## config.mk

```make
export PLATFORM = sky130hd
export DESIGN_NAME = wb_arbiter_flat
export DESIGN_NICKNAME = d
export VERILOG_FILES = /design/src/rtl/params_pkg.sv /design/src/rtl/wb_arbiter_if.sv /design/src/rtl/wb_starve_counter.sv /design/src/rtl/wb_arbiter.sv /design/src/flat_wrapper.sv
export SDC_FILE = /design/constraint.sdc
export NUM_CORES = 1
export LEC_CHECK = 0
export ABC_CLOCK_PERIOD_IN_PS = 2400
export CAP_MARGIN = 20
export CORE_ASPECT_RATIO = 0.75
export CORE_MARGIN = 2
export CORE_UTILIZATION = 30
export CTS_CLUSTER_SIZE = 30
export DETAILED_ROUTE_END_ITERATION = 16
export PLACE_DENSITY = 0.74
export REMOVE_ABC_BUFFERS = 1
export SYNTH_ARGS = -nofsm -noshare
export SYNTH_HDL_FRONTEND = slang
export SYNTH_HIERARCHICAL = 1
export SYNTH_SLANG_ARGS = --single-unit
```

## constraint.sdc

```tcl
create_clock -name clk_i -period 2.4 [get_ports clk_i]
set_clock_uncertainty 0.1 [all_clocks]
set_input_delay 0.36 -clock clk_i [delete_from_list [all_inputs] [get_ports clk_i]]
set_output_delay 0.36 -clock clk_i [all_outputs]
set_load 0.1 [all_outputs]
```

## src/rtl/params_pkg.sv

```systemverilog
// -----------------------------------------------------------------------------
// params_pkg
// Shared constants and types for the writeback arbiter slice.
//   REGISTER_WIDTH   : architectural register index width
//   WB_STARVE_LIMIT  : default denied-cycle count before a source is promoted
//   wb_src_e         : identifies which pipe produced the held writeback result
//   wb_req_t         : one writeback payload at the default widths
//   sat_inc32        : saturating 32-bit increment used by the statistics counters
// -----------------------------------------------------------------------------
package params_pkg;

    localparam int REGISTER_WIDTH   = 5;
    localparam int WB_DATA_WIDTH    = 32;
    localparam int WB_ROB_IDX_WIDTH = 4;
    localparam int WB_STARVE_LIMIT  = 3;
    localparam int WB_WAIT_CNT_W    = 4;

    typedef enum logic [1:0] {
        WB_SRC_NONE,
        WB_SRC_ALU,
        WB_SRC_MEM,
        WB_SRC_EX
    } wb_src_e;

    // 'reg' is a keyword, so the destination register field is reg_idx.
    typedef struct packed {
        logic [REGISTER_WIDTH-1:0]   reg_idx;
        logic [WB_DATA_WIDTH-1:0]    data;
        logic [WB_ROB_IDX_WIDTH-1:0] rob_idx;
    } wb_req_t;

    function automatic logic [31:0] sat_inc32(input logic [31:0] value);
        return (value == '1) ? value : value + 32'd1;
    endfunction

endpackage

```

## src/rtl/wb_arbiter_if.sv

```systemverilog
// -----------------------------------------------------------------------------
// wb_arbiter_if
// Bundles the three producer request/payload/grant groups and the writeback
// stage outputs of wb_arbiter.
//   slave  : the arbiter view (takes requests and ROB ready, drives grants and
//            the writeback stage)
//   master : the surrounding pipeline view (drives requests and ROB ready)
// -----------------------------------------------------------------------------
interface wb_arbiter_if #(
    parameter int REGISTER_WIDTH = params_pkg::REGISTER_WIDTH,
    parameter int DATA_WIDTH     = 32,
    parameter int ROB_IDX_WIDTH  = 4
) ();
    import params_pkg::*;

    logic                      alu_wb_req_i;
    logic [REGISTER_WIDTH-1:0] alu_wb_reg_i;
    logic [DATA_WIDTH-1:0]     alu_wb_data_i;
    logic [ROB_IDX_WIDTH-1:0]  alu_wb_rob_idx_i;
    logic                      alu_wb_gnt_o;

    logic                      mem_wb_req_i;
    logic [REGISTER_WIDTH-1:0] mem_wb_reg_i;
    logic [DATA_WIDTH-1:0]     mem_wb_data_i;
    logic [ROB_IDX_WIDTH-1:0]  mem_wb_rob_idx_i;
    logic                      mem_wb_gnt_o;

    logic                      ex_wb_req_i;
    logic [REGISTER_WIDTH-1:0] ex_wb_reg_i;
    logic [DATA_WIDTH-1:0]     ex_wb_data_i;
    logic [ROB_IDX_WIDTH-1:0]  ex_wb_rob_idx_i;
    logic                      ex_wb_gnt_o;

    logic                      wb_ready_i;
    logic                      wb_valid_o;
    logic [REGISTER_WIDTH-1:0] wb_reg_o;
    logic [DATA_WIDTH-1:0]     wb_data_o;
    logic [ROB_IDX_WIDTH-1:0]  wb_rob_idx_o;
    wb_src_e                   wb_src_o;

    modport slave (
        input  alu_wb_req_i, alu_wb_reg_i, alu_wb_data_i, alu_wb_rob_idx_i,
        input  mem_wb_req_i, mem_wb_reg_i, mem_wb_data_i, mem_wb_rob_idx_i,
        input  ex_wb_req_i,  ex_wb_reg_i,  ex_wb_data_i,  ex_wb_rob_idx_i,
        input  wb_ready_i,
        output alu_wb_gnt_o, mem_wb_gnt_o, ex_wb_gnt_o,
        output wb_valid_o, wb_reg_o, wb_data_o, wb_rob_idx_o, wb_src_o
    );

    modport master (
        output alu_wb_req_i, alu_wb_reg_i, alu_wb_data_i, alu_wb_rob_idx_i,
        output mem_wb_req_i, mem_wb_reg_i, mem_wb_data_i, mem_wb_rob_idx_i,
        output ex_wb_req_i,  ex_wb_reg_i,  ex_wb_data_i,  ex_wb_rob_idx_i,
        output wb_ready_i,
        input  alu_wb_gnt_o, mem_wb_gnt_o, ex_wb_gnt_o,
        input  wb_valid_o, wb_reg_o, wb_data_o, wb_rob_idx_o, wb_src_o
    );

endinterface

```

## src/rtl/wb_starve_counter.sv

```systemverilog
// -----------------------------------------------------------------------------
// wb_starve_counter
// Per-source wait counter. Counts consecutive cycles in which the source
// requested, the writeback stage could accept, and another source won.
//   clk_i, rst_ni  : clock, asynchronous active-low reset
//   req_i          : source is requesting
//   gnt_i          : source was granted this cycle
//   can_accept_i   : writeback stage can take a result this cycle
//   starved_o      : counter has reached STARVE_LIMIT
// -----------------------------------------------------------------------------
module wb_starve_counter #(
    parameter int STARVE_LIMIT = params_pkg::WB_STARVE_LIMIT
) (
    input  logic clk_i,
    input  logic rst_ni,
    input  logic req_i,
    input  logic gnt_i,
    input  logic can_accept_i,
    output logic starved_o
);
    import params_pkg::*;

    localparam logic [WB_WAIT_CNT_W-1:0] LIMIT = WB_WAIT_CNT_W'(STARVE_LIMIT);

    logic [WB_WAIT_CNT_W-1:0] cnt_q;
    logic [WB_WAIT_CNT_W-1:0] cnt_d;

    // NOTE: every always_comb output gets a default first, so no path leaves it unassigned and no latch is inferred.
    always_comb begin
        cnt_d = cnt_q;
        if (!req_i || gnt_i) begin
            cnt_d = '0;
        end else if (can_accept_i && (cnt_q != LIMIT)) begin
            // Backpressure (can_accept_i=0) holds the count: it is not a lost arbitration.
            cnt_d = cnt_q + 1'b1;
        end
    end

    // NOTE: sequential state uses non-blocking assignment so all flops update together at the edge.
    always_ff @(posedge clk_i or negedge rst_ni) begin
        if (!rst_ni) begin
            cnt_q <= '0;
        end else begin
            cnt_q <= cnt_d;
        end
    end

    assign starved_o = (cnt_q == LIMIT);

endmodule

```

## src/rtl/wb_arbiter.sv

```systemverilog
// -----------------------------------------------------------------------------
// wb_arbiter
// Arbitrates the single writeback port among the ALU, MEM and EX pipes and
// registers the winner into a one-entry writeback stage.
//   clk_i, rst_ni : clock, asynchronous active-low reset
//   bus (slave)   : per-source req/reg/data/rob_idx in, per-source grant out,
//                   wb_ready_i in, wb_valid/reg/data/rob_idx/src out
// Priority is EX > MEM > ALU; a source denied STARVE_LIMIT cycles in a row is
// starved, and starved requesters win over all others in the order ALU > MEM > EX.
// Optional feature macro WB_ARB_STATS_EN adds saturating grant counters per
// source and a conflict-cycle counter.
// -----------------------------------------------------------------------------
module wb_arbiter #(
    parameter int REGISTER_WIDTH = params_pkg::REGISTER_WIDTH,
    parameter int DATA_WIDTH     = 32,
    parameter int ROB_IDX_WIDTH  = 4,
    parameter int STARVE_LIMIT   = params_pkg::WB_STARVE_LIMIT
) (
    input  logic        clk_i,
    input  logic        rst_ni,
    wb_arbiter_if.slave bus
`ifdef WB_ARB_STATS_EN
    ,
    output logic [31:0] alu_grant_cnt_o,
    output logic [31:0] mem_grant_cnt_o,
    output logic [31:0] ex_grant_cnt_o,
    output logic [31:0] conflict_cnt_o
`endif
);
    import params_pkg::*;

    logic                      valid_q,   valid_d;
    logic [REGISTER_WIDTH-1:0] reg_q,     reg_d;
    logic [DATA_WIDTH-1:0]     data_q,    data_d;
    logic [ROB_IDX_WIDTH-1:0]  rob_idx_q, rob_idx_d;
    wb_src_e                   src_q,     src_d;

    logic can_accept;
    logic alu_starved, mem_starved, ex_starved;
    logic alu_st_req,  mem_st_req,  ex_st_req;
    logic alu_gnt,     mem_gnt,     ex_gnt;

    // Gated by reset so grants read 0 while the block is held in reset.
    assign can_accept = rst_ni && (!valid_q || bus.wb_ready_i);

    assign alu_st_req = bus.alu_wb_req_i && alu_starved;
    assign mem_st_req = bus.mem_wb_req_i && mem_starved;
    assign ex_st_req  = bus.ex_wb_req_i  && ex_starved;

    always_comb begin
        alu_gnt = 1'b0;
        mem_gnt = 1'b0;
        ex_gnt  = 1'b0;
        if (can_accept) begin
            if (alu_st_req || mem_st_req || ex_st_req) begin
                // Starved order is inverted: the cheapest-to-stall pipe is the one that starves.
                if (alu_st_req)      alu_gnt = 1'b1;
                else if (mem_st_req) mem_gnt = 1'b1;
                else                 ex_gnt  = 1'b1;
            end else begin
                if (bus.ex_wb_req_i)       ex_gnt  = 1'b1;
                else if (bus.mem_wb_req_i) mem_gnt = 1'b1;
                else if (bus.alu_wb_req_i) alu_gnt = 1'b1;
            end
        end
    end

    wb_starve_counter #(.STARVE_LIMIT(STARVE_LIMIT)) u_alu_starve (
        .clk_i, .rst_ni, .req_i(bus.alu_wb_req_i), .gnt_i(alu_gnt),
        .can_accept_i(can_accept), .starved_o(alu_starved)
    );
    wb_starve_counter #(.STARVE_LIMIT(STARVE_LIMIT)) u_mem_starve (
        .clk_i, .rst_ni, .req_i(bus.mem_wb_req_i), .gnt_i(mem_gnt),
        .can_accept_i(can_accept), .starved_o(mem_starved)
    );
    wb_starve_counter #(.STARVE_LIMIT(STARVE_LIMIT)) u_ex_starve (
        .clk_i, .rst_ni, .req_i(bus.ex_wb_req_i), .gnt_i(ex_gnt),
        .can_accept_i(can_accept), .starved_o(ex_starved)
    );

    // Writeback stage: load on grant, drain on ready, otherwise hold.
    always_comb begin
        valid_d   = valid_q;
        reg_d     = reg_q;
        data_d    = data_q;
        rob_idx_d = rob_idx_q;
        src_d     = src_q;
        if (ex_gnt) begin
            valid_d   = 1'b1;
            reg_d     = bus.ex_wb_reg_i;
            data_d    = bus.ex_wb_data_i;
            rob_idx_d = bus.ex_wb_rob_idx_i;
            src_d     = WB_SRC_EX;
        end else if (mem_gnt) begin
            valid_d   = 1'b1;
            reg_d     = bus.mem_wb_reg_i;
            data_d    = bus.mem_wb_data_i;
            rob_idx_d = bus.mem_wb_rob_idx_i;
            src_d     = WB_SRC_MEM;
        end else if (alu_gnt) begin
            valid_d   = 1'b1;
            reg_d     = bus.alu_wb_reg_i;
            data_d    = bus.alu_wb_data_i;
            rob_idx_d = bus.alu_wb_rob_idx_i;
            src_d     = WB_SRC_ALU;
        end else if (bus.wb_ready_i) begin
            valid_d   = 1'b0;
        end
    end

    // NOTE: the payload flops are reset as well as valid, so the outputs read a defined 0 after reset rather than stale data.
    always_ff @(posedge clk_i or negedge rst_ni) begin
        if (!rst_ni) begin
            valid_q   <= 1'b0;
            reg_q     <= '0;
            data_q    <= '0;
            rob_idx_q <= '0;
            src_q     <= WB_SRC_NONE;
        end else begin
            valid_q   <= valid_d;
            reg_q     <= reg_d;
            data_q    <= data_d;
            rob_idx_q <= rob_idx_d;
            src_q     <= src_d;
        end
    end

    assign bus.alu_wb_gnt_o = alu_gnt;
    assign bus.mem_wb_gnt_o = mem_gnt;
    assign bus.ex_wb_gnt_o  = ex_gnt;
    assign bus.wb_valid_o   = valid_q;
    assign bus.wb_reg_o     = reg_q;
    assign bus.wb_data_o    = data_q;
    assign bus.wb_rob_idx_o = rob_idx_q;
    assign bus.wb_src_o     = src_q;

`ifdef WB_ARB_STATS_EN
    logic [31:0] alu_cnt_q, alu_cnt_d;
    logic [31:0] mem_cnt_q, mem_cnt_d;
    logic [31:0] ex_cnt_q,  ex_cnt_d;
    logic [31:0] conf_cnt_q, conf_cnt_d;
    logic        conflict;

    assign conflict = can_accept &&
                      ((bus.alu_wb_req_i && bus.mem_wb_req_i) ||
                       (bus.alu_wb_req_i && bus.ex_wb_req_i)  ||
                       (bus.mem_wb_req_i && bus.ex_wb_req_i));

    always_comb begin
        alu_cnt_d  = alu_gnt  ? sat_inc32(alu_cnt_q)  : alu_cnt_q;
        mem_cnt_d  = mem_gnt  ? sat_inc32(mem_cnt_q)  : mem_cnt_q;
        ex_cnt_d   = ex_gnt   ? sat_inc32(ex_cnt_q)   : ex_cnt_q;
        conf_cnt_d = conflict ? sat_inc32(conf_cnt_q) : conf_cnt_q;
    end

    always_ff @(posedge clk_i or negedge rst_ni) begin
        if (!rst_ni) begin
            alu_cnt_q  <= '0;
            mem_cnt_q  <= '0;
            ex_cnt_q   <= '0;
            conf_cnt_q <= '0;
        end else begin
            alu_cnt_q  <= alu_cnt_d;
            mem_cnt_q  <= mem_cnt_d;
            ex_cnt_q   <= ex_cnt_d;
            conf_cnt_q <= conf_cnt_d;
        end
    end

    assign alu_grant_cnt_o = alu_cnt_q;
    assign mem_grant_cnt_o = mem_cnt_q;
    assign ex_grant_cnt_o  = ex_cnt_q;
    assign conflict_cnt_o  = conf_cnt_q;
`endif

endmodule

```

## src/flat_wrapper.sv

```systemverilog
// flat-port wrapper written by rule: the top's interface ports become plain ports
module wb_arbiter_flat import params_pkg::*;
#(
    parameter int REGISTER_WIDTH = params_pkg::REGISTER_WIDTH,
    parameter int DATA_WIDTH     = 32,
    parameter int ROB_IDX_WIDTH  = 4,
    parameter int STARVE_LIMIT   = params_pkg::WB_STARVE_LIMIT
)
  (clk_i, rst_ni, bus_alu_wb_req_i, bus_alu_wb_reg_i, bus_alu_wb_data_i, bus_alu_wb_rob_idx_i, bus_mem_wb_req_i, bus_mem_wb_reg_i, bus_mem_wb_data_i, bus_mem_wb_rob_idx_i, bus_ex_wb_req_i, bus_ex_wb_reg_i, bus_ex_wb_data_i, bus_ex_wb_rob_idx_i, bus_wb_ready_i, bus_alu_wb_gnt_o, bus_mem_wb_gnt_o, bus_ex_wb_gnt_o, bus_wb_valid_o, bus_wb_reg_o, bus_wb_data_o, bus_wb_rob_idx_o, bus_wb_src_o);
  wb_arbiter_if #(.REGISTER_WIDTH(REGISTER_WIDTH), .DATA_WIDTH(DATA_WIDTH), .ROB_IDX_WIDTH(ROB_IDX_WIDTH)) bus_i ();
  input  logic clk_i;
  input  logic rst_ni;
  input wire logic [$bits(bus_i.alu_wb_req_i)-1:0] bus_alu_wb_req_i;
  input wire logic [$bits(bus_i.alu_wb_reg_i)-1:0] bus_alu_wb_reg_i;
  input wire logic [$bits(bus_i.alu_wb_data_i)-1:0] bus_alu_wb_data_i;
  input wire logic [$bits(bus_i.alu_wb_rob_idx_i)-1:0] bus_alu_wb_rob_idx_i;
  input wire logic [$bits(bus_i.mem_wb_req_i)-1:0] bus_mem_wb_req_i;
  input wire logic [$bits(bus_i.mem_wb_reg_i)-1:0] bus_mem_wb_reg_i;
  input wire logic [$bits(bus_i.mem_wb_data_i)-1:0] bus_mem_wb_data_i;
  input wire logic [$bits(bus_i.mem_wb_rob_idx_i)-1:0] bus_mem_wb_rob_idx_i;
  input wire logic [$bits(bus_i.ex_wb_req_i)-1:0] bus_ex_wb_req_i;
  input wire logic [$bits(bus_i.ex_wb_reg_i)-1:0] bus_ex_wb_reg_i;
  input wire logic [$bits(bus_i.ex_wb_data_i)-1:0] bus_ex_wb_data_i;
  input wire logic [$bits(bus_i.ex_wb_rob_idx_i)-1:0] bus_ex_wb_rob_idx_i;
  input wire logic [$bits(bus_i.wb_ready_i)-1:0] bus_wb_ready_i;
  output wire logic [$bits(bus_i.alu_wb_gnt_o)-1:0] bus_alu_wb_gnt_o;
  output wire logic [$bits(bus_i.mem_wb_gnt_o)-1:0] bus_mem_wb_gnt_o;
  output wire logic [$bits(bus_i.ex_wb_gnt_o)-1:0] bus_ex_wb_gnt_o;
  output wire logic [$bits(bus_i.wb_valid_o)-1:0] bus_wb_valid_o;
  output wire logic [$bits(bus_i.wb_reg_o)-1:0] bus_wb_reg_o;
  output wire logic [$bits(bus_i.wb_data_o)-1:0] bus_wb_data_o;
  output wire logic [$bits(bus_i.wb_rob_idx_o)-1:0] bus_wb_rob_idx_o;
  output wire logic [$bits(bus_i.wb_src_o)-1:0] bus_wb_src_o;
  assign bus_i.alu_wb_req_i = bus_alu_wb_req_i;
  assign bus_i.alu_wb_reg_i = bus_alu_wb_reg_i;
  assign bus_i.alu_wb_data_i = bus_alu_wb_data_i;
  assign bus_i.alu_wb_rob_idx_i = bus_alu_wb_rob_idx_i;
  assign bus_i.mem_wb_req_i = bus_mem_wb_req_i;
  assign bus_i.mem_wb_reg_i = bus_mem_wb_reg_i;
  assign bus_i.mem_wb_data_i = bus_mem_wb_data_i;
  assign bus_i.mem_wb_rob_idx_i = bus_mem_wb_rob_idx_i;
  assign bus_i.ex_wb_req_i = bus_ex_wb_req_i;
  assign bus_i.ex_wb_reg_i = bus_ex_wb_reg_i;
  assign bus_i.ex_wb_data_i = bus_ex_wb_data_i;
  assign bus_i.ex_wb_rob_idx_i = bus_ex_wb_rob_idx_i;
  assign bus_i.wb_ready_i = bus_wb_ready_i;
  assign bus_alu_wb_gnt_o = bus_i.alu_wb_gnt_o;
  assign bus_mem_wb_gnt_o = bus_i.mem_wb_gnt_o;
  assign bus_ex_wb_gnt_o = bus_i.ex_wb_gnt_o;
  assign bus_wb_valid_o = bus_i.wb_valid_o;
  assign bus_wb_reg_o = bus_i.wb_reg_o;
  assign bus_wb_data_o = bus_i.wb_data_o;
  assign bus_wb_rob_idx_o = bus_i.wb_rob_idx_o;
  assign bus_wb_src_o = bus_i.wb_src_o;
  wb_arbiter #(.REGISTER_WIDTH(REGISTER_WIDTH), .DATA_WIDTH(DATA_WIDTH), .ROB_IDX_WIDTH(ROB_IDX_WIDTH), .STARVE_LIMIT(STARVE_LIMIT)) u_core (.clk_i(clk_i), .rst_ni(rst_ni), .bus(bus_i));
endmodule
```

==> impl_metrics.env, run 1 <==
export IMPL_seq_area_frac_synth=0.394
export IMPL_power_frac_seq=0.289
export IMPL_rsz0062_at_grt="false"
export IMPL_hpwl_um=7800
export IMPL_tightest_slew_ns=0.418
export IMPL_final_cell_count_no_fill=616
export IMPL_synth_area_leader_cell="dfrtp_1"
export IMPL_finalWorstSetupSlack_ns=0.115
export IMPL_timing_slew_headroom=0.721
export IMPL_cts_sinks=52
export IMPL_cts_root_buf="clkbuf_16"
export IMPL_design_core_area_mm2=0.0108
export IMPL_muxShareOfSynthArea=0
export IMPL_synthTopCellsByArea="dfrtp_1 (39%), a22oi_2 (15%), a32o_1 (12%)"
export IMPL_grt_max_degree=45
export IMPL_numPortBuffers=175
export IMPL_num_nets_final=606
export IMPL_synth_adder_area_share=0.00757
export IMPL_crit_family="simple AND/OR/NAND/NOR gates"
export IMPL_intPower_w=0.00199
export IMPL_viasPerCell=5.13
export IMPL_cts_tree="yes"
export IMPL_drc=0
export IMPL_grt_pass1_vias=3157
export IMPL_grt_pass1_wl_um=16000
export IMPL_cp_end_kind="output port"
export IMPL_fin_setup_tns_ns=0
export IMPL_synth_compound_area_frac=0.421
export IMPL_ys_ff_latch=52
export IMPL_boundaryPins=176
export IMPL_layout_min_cycle_time_ns=2.29
export IMPL_synthCells=304
export IMPL_row_count=33
export IMPL_status="finished, final reports clean"
export IMPL_p_leak_nw=2.01
export IMPL_initialDrtViolationCount=149
export IMPL_crit_chain="ha_1 > nor3b_4 > nand2_1 > and3_2 > and2_4 > buf_12"
export IMPL_sw_frac_of_total=0.468
export IMPL_drive_gt1_frac=0.351
export IMPL_start_util=0.306
export IMPL_multi_input_area_mm2=0.00181
export IMPL_fmax_mhz=438
export IMPL_antenna_left=0
export IMPL_drv_cap=0
export IMPL_crit_cells=6
export IMPL_h_tree_depth=2
export IMPL_antenna_cells=0
export IMPL_synthesis_area_mm2=0.00331
export IMPL_first_pass_iters=4
export IMPL_grt_usage=0.168
export IMPL_die_height_um=94.9
export IMPL_slowest_stage="dfrtp_1"
export IMPL_place_congestion=0.825
export IMPL_worst_setup_path_start_kind="flop"
export IMPL_cts_max_path_buffers=2
export IMPL_yosys_warnings=6
export IMPL_worstPathBufferInverterCount=1
export IMPL_pre_cts_ws_ns=0.164
export IMPL_slowest_delay_ns=0.39
export IMPL_maxSlewViolCount=0
export IMPL_num_vias=3163
export IMPL_die_w_um=125
export IMPL_overflow=0
export IMPL_synthXorXnorAreaFrac=0.00530
export IMPL_p_switching_w=0.00176
export IMPL_critPathKind="flop to output port"
export IMPL_synthSimpleGateAreaFrac=0.101
export IMPL_rr_worst_depth=9
export IMPL_min_path_type="input pin to async pin"
export IMPL_cp_required_ns=1.94
export IMPL_antenna_found_initial=0
export IMPL_min_period_over_period=0.952
export IMPL_cp_arrival_ns=1.83
export IMPL_setup_viol=0
export IMPL_dieArea_mm2=0.0119
export IMPL_dp_cells=605
export IMPL_ir_drop_v=0.000279
export IMPL_r2r_slack_ns=0.28
export IMPL_hold_viol_final=0
export IMPL_fillCellCount=1011
export IMPL_timing_rr_start="u_core/u_mem_starve/cnt_q[0]$_DFFE_PN0P_"
export IMPL_worst_path_max_fanout=4
export IMPL_numCtsBuffers=5
export IMPL_pwr_density_cell_mw_per_mm2=707
export IMPL_synth_top_family_by_area="compound AO/OA/AOI/OAI gates"
export IMPL_netlist_cell_type_count=34
export IMPL_path_clk_slew_ns=0.07
export IMPL_power_clock_fraction=0.194
export IMPL_hold_buffers=0
export IMPL_syn2layout_area_growth_pct=60.5
export IMPL_pwr_share_comb=0.517
export IMPL_insertion_delay_ns=0.29
export IMPL_r2r_end="u_core/bus.wb_data_o[16]$_DFFE_PN0P_"
export IMPL_wl_per_cell_um=16.6
export IMPL_seq_area_mm2=0.00130
export IMPL_synth_top_cell_area_share=0.394
export IMPL_holdWs_ns=0.0436
export IMPL_syn_avg_cell_area_um2=10.9
export IMPL_wl_um=10200
metal layers:
layer  wire length (um)  up-vias  GRT usage
met3                889        9     0.0561
li1                   -     1517          -
met5                  0        -          0
met1               4490     1498      0.205
met2               4720      139      0.292
met4                107        0     0.0398
power by group through the flow:
stage / logic, W / clock network [W] / registers (W)
6_report: 0.00194 / 0.000728 / 0.00108
5_1_grt: 0.00202 / 0.000797 / 0.00110
4_1_cts: 0.00195 / 0.000761 / 0.00108
3_5_place_dp: 0.00195 / 0 / 0.00110
3_3_place_gp: 0.00193 / 0 / 0.00109
2_1_floorplan: 0.000405 / 0 / 0.00203
worst reg2reg max path, delay by kind of cell, from the launching register on:
kind                     cells  cell delay [ns]
flip-flops                   1             0.41
AND/OR/NAND/NOR              1             0.16
buffers and inverters        3             0.55
adder cells (fa/ha/maj)      1             0.24
AO/OA/AOI/OAI                4             0.58
metrics by stage:
step	cell area, um^2	utilization	power [W]
after floorplan	3090	-	0.00243
after CTS	5300	0.489	0.00379
after global placement	5120	0.473	0.00303
after detailed placement	5120	0.473	0.00305
after global routing	5310	0.490	0.00392
final	5310	0.490	0.00375
state kept, by name (all words and copies together) (netlist names):
| register | flops |
|---|---|
| u_core/bus.wb_data_o | 32 |
| u_core/bus.wb_reg_o | 5 |
| u_core/bus.wb_rob_idx_o | 4 |
| u_core/u_alu_starve/cnt_q | 4 |
| u_core/u_mem_starve/cnt_q | 4 |
| u_core/bus.wb_src_o | 2 |
| u_core/bus.wb_valid_o | 1 |
cell type report:
class	count	area share
Clock buffer	7	0.0269
Clock inverter	1	0.00142
Inverter	4	0.00283
Multi-Input combinational cell	216	0.341
Sequential cell	52	0.245
Tap cell	140	0.0330
Timing Repair Buffer	196	0.350
worst max-delay path by stage:
stage,to,start
2_1_floorplan,u_core/u_mem_starve/cnt_q[3]$_DFFE_PN0P_,u_core/u_mem_starve/cnt_q[0]$_DFFE_PN0P_
3_3_place_gp,bus_mem_wb_gnt_o,u_core/u_mem_starve/cnt_q[0]$_DFFE_PN0P_
3_5_place_dp,bus_mem_wb_gnt_o,u_core/u_mem_starve/cnt_q[0]$_DFFE_PN0P_
4_1_cts,bus_ex_wb_gnt_o,u_core/u_mem_starve/cnt_q[0]$_DFFE_PN0P_
5_1_grt,bus_ex_wb_gnt_o,u_core/u_alu_starve/cnt_q[0]$_DFFE_PN0P_
6_report,bus_ex_wb_gnt_o,u_core/u_alu_starve/cnt_q[0]$_DFFE_PN0P_
cell families (layout without fill, tap and decap cells):
logic type | Yosys count | count (layout)
flip-flops | 52 | 52
buffers and inverters | 36 | 208
AO/OA/AOI/OAI | 141 | 141
XOR/XNOR | 2 | 2
AND/OR/NAND/NOR | 71 | 71
adder cells (fa/ha/maj) | 2 | 2
timing repair:
| action | CTS | global route |
|---|---|---|
| pin swaps | 0 | 1 |
| resized for setup | 2 | 1 |
| setup buffers | 2 | 1 |
| endpoints found under the setup margin | 2 | 2 |
synth_stat cells:
library cell and instances:
and2_1 1, ha_1 2, xor2_1 2, buf_2 17, a22oi_1 2, and3_1 2
a21oi_2 40, dfrtp_1 52, and2_4 1, o21ai_1 2, o31ai_1 1, o311a_1 1
nand2_1 8, a32o_1 41, o21ai_0 2, inv_2 2, a22oi_2 39, nand4_1 2
o21ai_2 1, nor2_1 45, a21boi_4 1, o21a_1 1, o32a_1 1, clkbuf_1 4
buf_4 1, a21oi_1 8, nor3b_2 2, nand4b_1 2, inv_1 2, or3_1 2
nand2b_1 4, o22ai_1 1, buf_6 10, nand3b_1 2
cells in the final DEF (no fill, tap or decap), types with 2 or more instances in the layout:
cell type and count:
clkdlybuf4s50_1 126, xor2_1 2, clkbuf_16 5, dfrtp_1 52, inv_2 2, or3_1 2, a32o_1 41, a22oi_1 2
o21ai_0 2, nand4_1 2, ha_1 2, nand2_1 8, nand3b_1 2, inv_1 2, nor3b_4 2, buf_12 6
buf_2 2, buf_4 62, a21oi_2 40, nand2b_1 3, nand4b_1 2, a21oi_1 8, o21ai_1 2, a22oi_2 39
nor2_1 44
Power figures use the tool's default switching activity.
==> run 2: changes to the inputs <==
--- a/config.mk
+++ b/config.mk
@@ -12,6 +12,7 @@
 export CORE_UTILIZATION = 30
 export CTS_CLUSTER_SIZE = 30
 export DETAILED_ROUTE_END_ITERATION = 16
+export GPL_TIMING_DRIVEN = 0
 export PLACE_DENSITY = 0.74
 export REMOVE_ABC_BUFFERS = 1
 export SYNTH_ARGS = -nofsm -noshare
==> run 2 against run 1 <==
Clock power down 1%. Total power up 2.0%. Largest power group unchanged. Sequential power about the same. Flip-flop and latch count unchanged. Setup slack worse by 0.042 ns. Final area up 4.0%. Wire length up 8.8%. Largest cell class unchanged. Combinational power up 5%. First-iteration DRC count down 23%. Cell count down 0.16%.
==> impl_metrics.env, run 2 (synthesis results as in run 1) <==
export IMPL_min_period_over_period=0.970
export IMPL_grt_pass1_wl_um=17100
export IMPL_antenna_left=0
export IMPL_slowest_stage="dfrtp_1"
export IMPL_cp_end_kind="output port"
export IMPL_cts_root_buf="clkbuf_16"
export IMPL_row_count=33
export IMPL_hold_viol_final=0
export IMPL_min_path_type="input pin to async pin"
export IMPL_grt_usage=0.183
export IMPL_drive_gt1_frac=0.259
export IMPL_path_clk_slew_ns=0.07
export IMPL_tightest_slew_ns=1.00
export IMPL_finalWorstSetupSlack_ns=0.0724
export IMPL_crit_family="simple AND/OR/NAND/NOR gates"
export IMPL_crit_chain="ha_2 > nor3b_4 > nand2_2 > and3_4 > buf_12 > and2_4 > buf_12"
export IMPL_drc=0
export IMPL_antenna_cells=0
export IMPL_slowest_delay_ns=0.39
export IMPL_mostFrequentLayoutCells="clkdlybuf4s50_1 (169), dfrtp_1 (52), nor2_1 (44), a32o_1 (41), a21oi_2 (40)"
export IMPL_numCtsBuffers=5
export IMPL_die_w_um=125
export IMPL_layout_min_cycle_time_ns=2.33
export IMPL_first_pass_iters=4
export IMPL_numPortBuffers=175
export IMPL_die_height_um=94.9
export IMPL_start_util=0.306
export IMPL_p_leak_nw=2.01
export IMPL_cts_max_path_buffers=2
export IMPL_grt_max_degree=77
export IMPL_grt_pass1_vias=3248
export IMPL_rr_worst_depth=9
export IMPL_fin_setup_tns_ns=0
export IMPL_overflow=0
export IMPL_holdWs_ns=0.0163
export IMPL_viasPerCell=5.27
export IMPL_critPathKind="flop to output port"
export IMPL_design_core_area_mm2=0.0108
export IMPL_dieArea_mm2=0.0119
export IMPL_pre_cts_ws_ns=-1.46
export IMPL_crit_cells=7
export IMPL_num_nets_final=605
export IMPL_status="finished, final reports clean"
export IMPL_cp_arrival_ns=1.87
export IMPL_setup_viol=0
export IMPL_hpwl_um=7320
export IMPL_place_congestion=0.781
export IMPL_worst_setup_path_start_kind="flop"
export IMPL_insertion_delay_ns=0.28
export IMPL_drv_cap=0
export IMPL_cts_tree="yes"
export IMPL_stdcell_area_mm2=0.00552
export IMPL_ir_drop_v=0.000276
export IMPL_wl_per_cell_um=18.1
export IMPL_wl_um=11100
export IMPL_dpl_cell_area_mm2=0.00514
export IMPL_antenna_found_initial=0
export IMPL_cp_common_cell="buf_12"
export IMPL_cts_sinks=52
export IMPL_worst_path_max_fanout=3
export IMPL_pwr_density_cell_mw_per_mm2=693
export IMPL_final_common_cell="clkdlybuf4s50_1"
export IMPL_largest_reg_flops=32
export IMPL_boundaryPins=176
export IMPL_initialDrtViolationCount=114
export IMPL_cp_required_ns=1.94
export IMPL_syn2layout_area_growth_pct=66.9
export IMPL_num_vias=3239
export IMPL_h_tree_depth=2
export IMPL_maxSlewViolCount=0
export IMPL_worstPathBufferInverterCount=2
export IMPL_timing_slew_headroom=0.330
export IMPL_fmax_mhz=430
[run 2: changes by cell type in the layout (fill, tap and decap cells not counted), sizes merged, moves of 2 or more]
cell,delta
nand2b,+2
clkdlybuf4s50,+43
clkbuf,+2
buf,-51
[run 2: worst paths after layout]
path	start	endpoint	slack (ns)
max	u_core/u_alu_starve/cnt_q[0]$_DFFE_PN0P_	bus_ex_wb_gnt_o	0.07
min	rst_ni	u_core/bus.wb_data_o[4]$_DFFE_PN0P_	0.02
max reg2reg	u_core/u_mem_starve/cnt_q[0]$_DFFE_PN0P_	u_core/bus.wb_data_o[1]$_DFFE_PN0P_	0.13
min reg2reg	u_core/bus.wb_data_o[3]$_DFFE_PN0P_	u_core/bus.wb_data_o[3]$_DFFE_PN0P_	0.42
max in group asynchronous	rst_ni	u_core/bus.wb_data_o[15]$_DFFE_PN0P_	1.40
min in group clk_i	rst_ni	u_core/bus.wb_valid_o$_DFFE_PN0P_	0.34
[run 2: metrics by stage]
step                      total power, W  std cells  utilization
after floorplan                  0.00243        272            -
after global routing             0.00399        615        0.510
after detailed placement         0.00308        592        0.475
after global placement           0.00303        587        0.463
final                            0.00382        615        0.510
after CTS                        0.00385        611        0.504
[run 2: per-layer routing]
| metal | vias up | track usage | wire length, um |
|---|---|---|---|
| li1 | 1515 | - | - |
| met1 | 1576 | 0.223 | 4790 |
| met2 | 139 | 0.321 | 5200 |
| met3 | 9 | 0.0595 | 1020 |
| met4 | 0 | 0.0324 | 95 |
| met5 | - | 0 | 0 |
[run 2: area by class of cell]
class                      instances  area (um^2)
tap                              140          175
inverter                           4         15.0
clock buffer                       8          146
multi-input combinational        219         1850
timing repair buffer             192         2030
fill                             980         5300
sequential                        52         1300
[run 2: worst reg2reg max path, delay by kind of cell (launching register included)]
family | cells | cell delay (ns)
simple gates | 1 | 0.26
fa+ha+maj | 1 | 0.21
buf+inv | 3 | 0.55
flops | 1 | 0.38
compound gates | 4 | 0.64
[run 2: what timing repair did]
| action | CTS | global route |
|---|---|---|
| hold buffers | 2 | 0 |
| endpoints found under the setup margin | 49 | 4 |
| cloned | 4 | 0 |
| pin swaps | 1 | 0 |
| setup buffers | 5 | 3 |
| gates resized for setup | 31 | 5 |
| hold endpoints to repair | 22 | 0 |
[run 2: report_power, final]
part | switching, W | total (W) | internal (W)
Sequential | 0.0000704 | 0.00108 | 0.00101
Combinational | 0.00139 | 0.00203 | 0.000635
Clock | 0.000303 | 0.000719 | 0.000417
==> run 3: changes to the inputs <==
--- a/config.mk
+++ b/config.mk
@@ -8,12 +8,12 @@
 export ABC_CLOCK_PERIOD_IN_PS = 2400
 export CAP_MARGIN = 20
 export CORE_ASPECT_RATIO = 0.75
-export CORE_MARGIN = 2
-export CORE_UTILIZATION = 30
+export CORE_MARGIN = 5
+export CORE_UTILIZATION = 40
 export CTS_CLUSTER_SIZE = 30
 export DETAILED_ROUTE_END_ITERATION = 16
 export GPL_TIMING_DRIVEN = 0
-export PLACE_DENSITY = 0.74
+export PLACE_DENSITY = 0.92
 export REMOVE_ABC_BUFFERS = 1
 export SYNTH_ARGS = -nofsm -noshare
 export SYNTH_HDL_FRONTEND = slang
==> run 3 against run 2 <==
Core utilization is 17 points higher. Register-to-register slack lost 0.02 ns. Critical path depth decreased by 1. Hold slack gained 0.016 ns. Wire length grew 4.2%. Final area shrank 2.2%. Combinational power hardly changed. Cell count is 5.7% lower. Total power shrank 7.6%. Clock power down 39%. Sequential share of layout area rose by 0.54 points. Critical endpoint is now bus_mem_wb_gnt_o. Largest power group unchanged. Highest routed layer unchanged.
==> impl_metrics.env, run 3 (synthesis results as in run 1) <==
export IMPL_overflow=0
export IMPL_layout_min_cycle_time_ns=2.33
export IMPL_die_height_um=88.7
export IMPL_ir_drop_v=0.000390
export IMPL_maxSlewViolCount=0
export IMPL_num_nets_final=608
export IMPL_min_period_over_period=0.971
export IMPL_cp_required_ns=1.94
export IMPL_place_congestion=0.771
export IMPL_insertion_delay_ns=0.29
export IMPL_grt_pass1_wl_um=17400
export IMPL_worstPathBufferInverterCount=2
export IMPL_p_leak_nw=1.98
export IMPL_wl_per_cell_um=19.9
export IMPL_cp_end_kind="output port"
export IMPL_h_tree_depth=2
export IMPL_wl_um=11600
export IMPL_sw_frac_of_total=0.485
export IMPL_worst_setup_path_start_kind="input pin"
export IMPL_dp_cells=556
export IMPL_dpl_cell_area_mm2=0.00507
export IMPL_initialDrtViolationCount=188
export IMPL_numCtsBuffers=5
export IMPL_worst_path_max_fanout=11
export IMPL_boundaryPins=176
export IMPL_power_clock_fraction=0.124
export IMPL_pwr_share_comb=0.571
export IMPL_holdWs_ns=0.0319
export IMPL_power_frac_seq=0.305
export IMPL_status="finished, final reports clean"
export IMPL_grt_max_degree=61
export IMPL_slowest_delay_ns=0.44
export IMPL_cts_tree="yes"
export IMPL_grt_usage=0.218
export IMPL_final_cell_count_no_fill=580
export IMPL_slowest_stage="clkdlybuf4s50_1"
export IMPL_tightest_slew_ns=1.01
export IMPL_first_pass_iters=4
export IMPL_dieArea_mm2=0.0102
export IMPL_hold_viol_final=0
export IMPL_syn2layout_area_growth_pct=63.2
export IMPL_fmax_mhz=429
export IMPL_stdcell_area_mm2=0.00539
export IMPL_antenna_left=0
export IMPL_pwr_density_cell_mw_per_mm2=655
export IMPL_rsz0062_at_grt="true"
export IMPL_drive_gt1_frac=0.261
export IMPL_numPortBuffers=175
export IMPL_p_switching_w=0.00171
export IMPL_cts_root_buf="clkbuf_8"
export IMPL_die_w_um=115
export IMPL_timing_slew_headroom=0.327
export IMPL_setup_viol=0
export IMPL_antenna_cells=0
export IMPL_final_common_cell="clkdlybuf4s50_1"
export IMPL_largest_reg_flops=32
export IMPL_crit_chain="clkdlybuf4s50_1 > nand2b_1 > and2_4 > nand2_1 > nor2_2 > buf_8"
export IMPL_hpwl_um=7660
export IMPL_path_clk_slew_ns=0.09
export IMPL_grt_pass1_vias=3442
export IMPL_cts_max_path_buffers=2
export IMPL_start_util=0.414
export IMPL_mostFrequentLayoutCells="clkdlybuf4s50_1 (169), dfrtp_1 (52), nor2_1 (44), a32o_1 (41), a21oi_2 (40)"
export IMPL_crit_family="simple AND/OR/NAND/NOR gates"
export IMPL_cts_sinks=52
export IMPL_antenna_found_initial=0
export IMPL_row_count=28
export IMPL_min_path_type="input pin to async pin"
export IMPL_critPathKind="input pin to output port"
export IMPL_cp_arrival_ns=1.87
export IMPL_drc=0
export IMPL_intPower_w=0.00182
export IMPL_drv_cap=0
export IMPL_viasPerCell=5.68
export IMPL_num_vias=3292
export IMPL_design_core_area_mm2=0.00799
-- run 3: cell type report --
class                      count  area, um^2
clock buffer                   5        68.8
fill                         628        2590
inverter                       4        15.0
multi-input combinational    222        1900
sequential                    52        1300
tap                          105         131
timing repair buffer         192        1980
-- run 3: metal layers --
metal / up-vias / global-route usage / wire [um]
met5: - / 0 / 0
met1: 1594 / 0.250 / 4510
met4: 0 / 0.0565 / 82
met3: 7 / 0.0738 / 1210
li1: 1528 / - / -
met2: 163 / 0.392 / 5760
-- run 3: final timing paths --
check	startpoint	to	slack (ns)	depth (start not counted)
setup / recovery	bus_wb_ready_i	bus_mem_wb_gnt_o	0.07	6
hold / removal	rst_ni	u_core/bus.wb_data_o[0]$_DFFE_PN0P_	0.03	3
setup reg to reg	u_core/u_mem_starve/cnt_q[0]$_DFFE_PN0P_	u_core/bus.wb_data_o[2]$_DFFE_PN0P_	0.11	8
hold reg to reg	u_core/bus.wb_data_o[5]$_DFFE_PN0P_	u_core/bus.wb_data_o[5]$_DFFE_PN0P_	0.42	2
max in group asynchronous	rst_ni	u_core/bus.wb_reg_o[4]$_DFFE_PN0P_	1.45	4
min in group clk_i	rst_ni	u_core/bus.wb_valid_o$_DFFE_PN0P_	0.36	4
-- run 3: through the flow --
stage	setup WS [ns]	setup TNS (ns)	power, W	util
finish	0.0707	0	0.00353	0.675
global route	-0.0366	-0.0382	0.00369	0.675
CTS	-0.122	-0.122	0.00356	0.667
detailed placement	-1.52	-16.19	0.00307	0.635
global placement	-4.23	-215.34	0.00302	0.622
floorplan	-1.33	-58.27	0.00243	-
-- run 3: what timing repair did --
item | 4_1_cts | 5_1_grt
hold buffers | 4 | 0
gates cloned | 5 | 1
buffers inserted | 5 | 4
pin swaps | 2 | 2
hold endpoints to repair | 24 | 0
endpoints found under the setup margin | 49 | 26
gates resized for setup | 29 | 6
-- run 3: worst reg2reg max path: cells and delay by family, from the launching register on --
family	cells	cell delay [ns]
flops	1	0.42
fa+ha+maj	1	0.25
simple gates	2	0.45
compound gates	3	0.62
buf+inv	2	0.32
-- run 3: power groups by stage --
stage | clock [W] | sequential, W | combinational, W
floorplan | 0 | 0.00203 | 0.000405
global placement | 0 | 0.00109 | 0.00194
detailed placement | 0 | 0.00110 | 0.00197
CTS | 0.000464 | 0.00108 | 0.00202
global route | 0.000501 | 0.00110 | 0.00209
finish | 0.000438 | 0.00108 | 0.00202
